[config.mk]
export PLATFORM = sky130hd
export DESIGN_NAME = led_breathe
export DESIGN_NICKNAME = d
export VERILOG_FILES = /design/src/rtl/led_breathe.sv
export SDC_FILE = /design/constraint.sdc
export NUM_CORES = 1
export LEC_CHECK = 0
export CORE_MARGIN = 1
export CORE_UTILIZATION = 45
export CTS_CLUSTER_DIAMETER = 50
export DETAILED_ROUTE_END_ITERATION = 10
export PLACE_DENSITY = 0.73
export SLEW_MARGIN = 20
export SYNTH_ARGS = -nofsm -noshare
export SYNTH_HDL_FRONTEND = slang
export SYNTH_SLANG_ARGS = --single-unit
[constraint.sdc]
create_clock -name clk -period 3 [get_ports clk]
set_clock_uncertainty 0.15 [all_clocks]
set_input_delay 0.6 -clock clk [delete_from_list [all_inputs] [get_ports clk]]
set_output_delay 0.6 -clock clk [all_outputs]
set_load 0.05 [all_outputs]
[src/rtl/led_breathe.sv]
// Breathing-LED generator: ramps a PWM duty 0 -> MAX -> 0, one step per STEP_DIV rate ticks.
// Optional dwell at full brightness is built when LED_BREATHE_PEAK_HOLD_EN is defined.
module led_breathe #(
  parameter int PWM_BITS   = 8,
  parameter int STEP_DIV   = 4,
  parameter int PEAK_STEPS = 16
) (
  input  logic                clk,
  input  logic                rst,
  input  logic                tick_i,
  input  logic                en_i,
  output logic                led_o,
  output logic [PWM_BITS-1:0] duty_o,
  output logic                rising_o,
  output logic                cycle_done_o
);

  localparam int SW = (STEP_DIV > 1) ? $clog2(STEP_DIV) : 1;
  localparam logic [SW-1:0] STEP_LAST = SW'(STEP_DIV - 1);
  localparam logic [PWM_BITS-1:0] MAX_V = {PWM_BITS{1'b1}};
  localparam logic [PWM_BITS-1:0] ONE_V = PWM_BITS'(1);

  if (STEP_DIV < 1 || PEAK_STEPS < 1) begin : g_bad_params
    $error("led_breathe: STEP_DIV and PEAK_STEPS must be >= 1");
  end

`ifdef LED_BREATHE_PEAK_HOLD_EN
  localparam int PW = (PEAK_STEPS > 1) ? $clog2(PEAK_STEPS) : 1;
  localparam logic [PW-1:0] PEAK_LAST = PW'(PEAK_STEPS - 1);

  typedef enum logic [1:0] {
    S_IDLE = 2'd0,
    S_RISE = 2'd1,
    S_PEAK = 2'd2,
    S_FALL = 2'd3
  } state_e;
`else
  typedef enum logic [1:0] {
    S_IDLE = 2'd0,
    S_RISE = 2'd1,
    S_FALL = 2'd3
  } state_e;
`endif

  state_e                state_q, state_d;
  logic [PWM_BITS-1:0]   duty_q, duty_d;
  logic [SW-1:0]         step_q, step_d;
  logic                  done_q, done_d;
  logic [PWM_BITS-1:0]   pwm_q, pwm_d;
  logic [PWM_BITS-1:0]   dact_q, dact_d;
  logic                  led_q, led_d;
  logic                  step_hit;
`ifdef LED_BREATHE_PEAK_HOLD_EN
  logic [PW-1:0]         peak_q, peak_d;
`endif

  assign step_hit = tick_i && (step_q == STEP_LAST);

  // Breath FSM; ticks are only counted once the ramp is running, never in IDLE.
  always_comb begin
    state_d = state_q;
    duty_d  = duty_q;
    step_d  = step_q;
    done_d  = 1'b0;
`ifdef LED_BREATHE_PEAK_HOLD_EN
    peak_d  = peak_q;
`endif
    if (!en_i) begin
      state_d = S_IDLE;
      duty_d  = '0;
      step_d  = '0;
`ifdef LED_BREATHE_PEAK_HOLD_EN
      peak_d  = '0;
`endif
    end else begin
      case (state_q)
        S_IDLE: begin
          state_d = S_RISE;
          duty_d  = '0;
          step_d  = '0;
        end
        default: begin
          if (tick_i) begin
            step_d = step_hit ? '0 : step_q + SW'(1);
          end
          if (step_hit) begin
            case (state_q)
              S_RISE: begin
                if (duty_q != MAX_V) begin
                  duty_d = duty_q + ONE_V;
                end
                if (duty_q == MAX_V - ONE_V) begin
`ifdef LED_BREATHE_PEAK_HOLD_EN
                  state_d = S_PEAK;
`else
                  state_d = S_FALL;
`endif
                end
              end
`ifdef LED_BREATHE_PEAK_HOLD_EN
              S_PEAK: begin
                if (peak_q == PEAK_LAST) begin
                  peak_d  = '0;
                  state_d = S_FALL;
                end else begin
                  peak_d = peak_q + PW'(1);
                end
              end
`endif
              S_FALL: begin
                if (duty_q != '0) begin
                  duty_d = duty_q - ONE_V;
                end
                if (duty_q == ONE_V) begin
                  state_d = S_RISE;
                  done_d  = 1'b1;
                end
              end
              default: ;
            endcase
          end
        end
      endcase
    end
  end

  // PWM: duty is shadowed at the period boundary so the pulse width never changes mid-period.
  always_comb begin
    pwm_d  = pwm_q + ONE_V;
    dact_d = dact_q;
    if (!en_i) begin
      dact_d = '0;
    end else if (pwm_q == MAX_V) begin
      dact_d = duty_q;
    end
    led_d = en_i && (state_q != S_IDLE) && (pwm_q < dact_q);
  end

  always_ff @(posedge clk or posedge rst) begin
    if (rst) begin
      state_q <= S_IDLE;
      duty_q  <= '0;
      step_q  <= '0;
      done_q  <= 1'b0;
      pwm_q   <= '0;
      dact_q  <= '0;
      led_q   <= 1'b0;
    end else begin
      state_q <= state_d;
      duty_q  <= duty_d;
      step_q  <= step_d;
      done_q  <= done_d;
      pwm_q   <= pwm_d;
      dact_q  <= dact_d;
      led_q   <= led_d;
    end
  end

`ifdef LED_BREATHE_PEAK_HOLD_EN
  always_ff @(posedge clk or posedge rst) begin
    if (rst) begin
      peak_q <= '0;
    end else begin
      peak_q <= peak_d;
    end
  end

  assign rising_o = (state_q == S_RISE) || (state_q == S_PEAK);
`else
  assign rising_o = (state_q == S_RISE);
`endif

  assign led_o        = led_q;
  assign duty_o       = duty_q;
  assign cycle_done_o = done_q;

endmodule

==> results.json <==
{
  "outcome": "finished, final reports clean",
  "grt_max_degree": 31,
  "grt_overflow": 0,
  "busiest_layer": "met2",
  "yosys_warnings": 0,
  "wl_per_cell_um": 14.3,
  "synth-seq-cells": 30,
  "syn_inst": 178,
  "regToRegStartpoint": "state_q[0]$_DFFE_PP0P_",
  "clk_pin_slew_worst_paths_ns": 0.06,
  "critPathMaxFanout": 4,
  "hold_path.class": "reg2reg",
  "nets": 216,
  "drc_errors": 0,
  "clockRootBuffer": "clkbuf_8",
  "hold_start": "dact_q[6]$_DFFE_PP0P_",
  "post_cts_resized": 0,
  "dieWidth_um": 64.6,
  "fin_tns_setup_ns": 0,
  "synth_flop_cell": "dfrtp_1",
  "numCtsBuffers": 5,
  "setup_viol": 0,
  "die_y_um": 64.6,
  "synth_edf_count": 0,
  "finalCritPeriodShare_pct": 86.1,
  "cts_setup_buffers": 0,
  "h-tree-depth": 2,
  "drtIter0Drc": 62,
  "wl_mm": 3.46,
  "antenna_found_initial": 0,
  "io_buffers": 14,
  "vias_per_cell": 5.57,
  "drtAntennaViolNets": 0,
  "max_cap_viol_count": 0,
  "grt_pass1_vias": 1359,
  "slew_headroom_pct": 61.9,
  "synth-seq-area-share_pct": 42.5,
  "met3_usage_pct": 4.93,
  "rows": 22,
  "dp_hpwl_mm": 2.59,
  "yosys.area.top_type": "dfrtp_1",
  "syn_nets": 200,
  "use_met2_pct": 33.7,
  "diodes": 0,
  "worstMarginPinSlew_ns": 0.572,
  "netlist_area_um2": 1770,
  "r2r_setup_slack_ns": 0.59,
  "critPathKind": "reg2out",
  "grt_pass1_wl_mm": 6.04,
  "finalCriticalPeriod_ns": 2.58,
  "netlist_top_cells_count": "dfrtp_1 (30), ha_1 (18), inv_1 (17), nand2_1 (12)",
  "dpl_worst_slack_ns": 0.242,
  "cts_tree": "done",
  "grt_use_total_pct": 19.1,
  "power_density_nw_per_um2": 654,
  "clock-sinks": 30,
  "finalWorstSetupSlack_ns": 0.418,
  "cp-end-kind": "output port",
  "die-area_um2": 4180,
  "clkLatencyLatePin_ns": 0.28,
  "use_met1_pct": 22.0,
  "yosysMostFrequentCell": "dfrtp_1",
  "whs_ns": 0.354,
  "vias": 1347,
  "fmax_ghz": 0.387,
  "worstSetupStartpoint": "state_q[1]$_DFFE_PP0P_",
  "drive_gt1_share_pct": 7.73,
  "hold_viol": 0,
  "gp_congestion": 0.792,
  "maxSlewViolCount": 0,
  "syn-mean-instance-area_um2": 9.92,
  "endpoint": "rising_o",
  "synthDistinctLibCells": 34,
  "hold_buffers": 0,
  "required_ns": 2.25,
  "ir_drop_uv": 448,
  "arrival_ns": 1.83,
  "ys_top_cells_by_area": "dfrtp_1 (43%), ha_1 (13%), a22o_1 (4.0%), inv_1 (3.6%), o31ai_2 (3.5%)",
  "worstSetupStartpointType": "register",
  "synthArstFlopShare_pct": 100,
  "syn2layout_area_growth_pct": 16.3,
  "grt_setup_unrepaired": "false",
  "leakage_uw": 0.000900,
  "netlist.area_leader.share_pct": 42.5,
  "rr_worst_depth": 7,
  "core_um2": 3720,
  "start_util_pct": 47.5,
  "r2r_end": "duty_o[7]$_DFFE_PP0P_",
  "drtPass1Iterations": 4,
  "cts_buffer_depth": 2,
  "ioPinCount": 15
}
==> where the power goes <==
group | switching, µW | total (µW) | internal, µW
combinational | 269 | 433 | 164
clock | 147 | 412 | 265
sequential | 62.5 | 497 | 434
==> registers in the layout, indices dropped and copies added, names as in the netlist <==
name	flops
cycle_done_o	1
dact_q	8
duty_o	8
led_o	1
pwm_q	8
state_q	2
step_q	2
==> layout make-up <==
class	instances	area, µm²
Clock inverter	1	30.0
Tap cell	48	60.1
Fill cell	332	1660
Clock buffer	6	82.6
Timing Repair Buffer	17	163
Sequential cell	30	751
Inverter	17	63.8
Multi-Input combinational cell	123	903
==> placed cells by master (no fill, tap or decap), drive strengths merged <==
master	count
a211o	1
a21oi	6
nand3	8
ha	18
or3	2
xor2	3
o21a	2
or2	1
nand4	2
mux2i	2
a31oi	3
nor2	6
inv	17
o221ai	1
o31ai	7
dfrtp	30
o21ai	9
or3b	2
nand2	12
o22ai	3
a22o	8
nor3	5
xnor2	4
a21o	2
bufinv	1
buf	3
and3	2
nor2b	4
and2	2
clkdlybuf4s50	14
nand4b	3
nand2b	5
clkbuf	6
==> critical path: stages, from the launching register on <==
cell and delay, ns:
dfrtp_1 0.41, inv_1 0.11, ha_1 0.22, clkdlybuf4s50_1 0.82
==> layer usage <==
layer  vias to the layer above  share of wire (%)  wire, µm
met5                         -                  0         0
met4                         0                1.3        44
met3                         6                3.3       113
met2                        24                 52      1800
met1                       662                 43      1500
li1                        655                  -         -
==> worst min-delay path by stage <==
stage | to | slack [ns] | cells past startpoint
after global routing | dact_q[5]$_DFFE_PP0P_ | 0.37 | 1
after detailed placement | pwm_q[0]$_DFF_PP0_ | 0.34 | 1
after global placement | dact_q[6]$_DFFE_PP0P_ | 0.34 | 1
after floorplan | pwm_q[0]$_DFF_PP0_ | 0.30 | 1
final | dact_q[6]$_DFFE_PP0P_ | 0.35 | 1
after CTS | pwm_q[0]$_DFF_PP0_ | 0.35 | 1
==> per-stage QoR <==
step / area, µm² / cells / power, µW / utilization [%]
3_5_place_dp: 1940 / 235 / 935 / 52.2
3_3_place_gp: 1940 / 235 / 918 / 52.2
6_report: 2050 / 242 / 1340 / 55.3
5_1_grt: 2050 / 242 / 1420 / 55.3
4_1_cts: 2050 / 242 / 1350 / 55.3
2_1_floorplan: 1770 / 178 / 821 / -
==> cell families after synthesis <==
family	count (synthesis)	synth area share [%]
buffers and inverters	25	6.31
multiplexers	2	1.13
XOR/XNOR	7	3.47
flip-flops	30	42.5
AO/OA/AOI/OAI	42	17.4
adder cells (fa/ha/maj)	18	12.8
AND/OR/NAND/NOR	54	16.4
No activity file was read; power rests on OpenSTA's default activity.
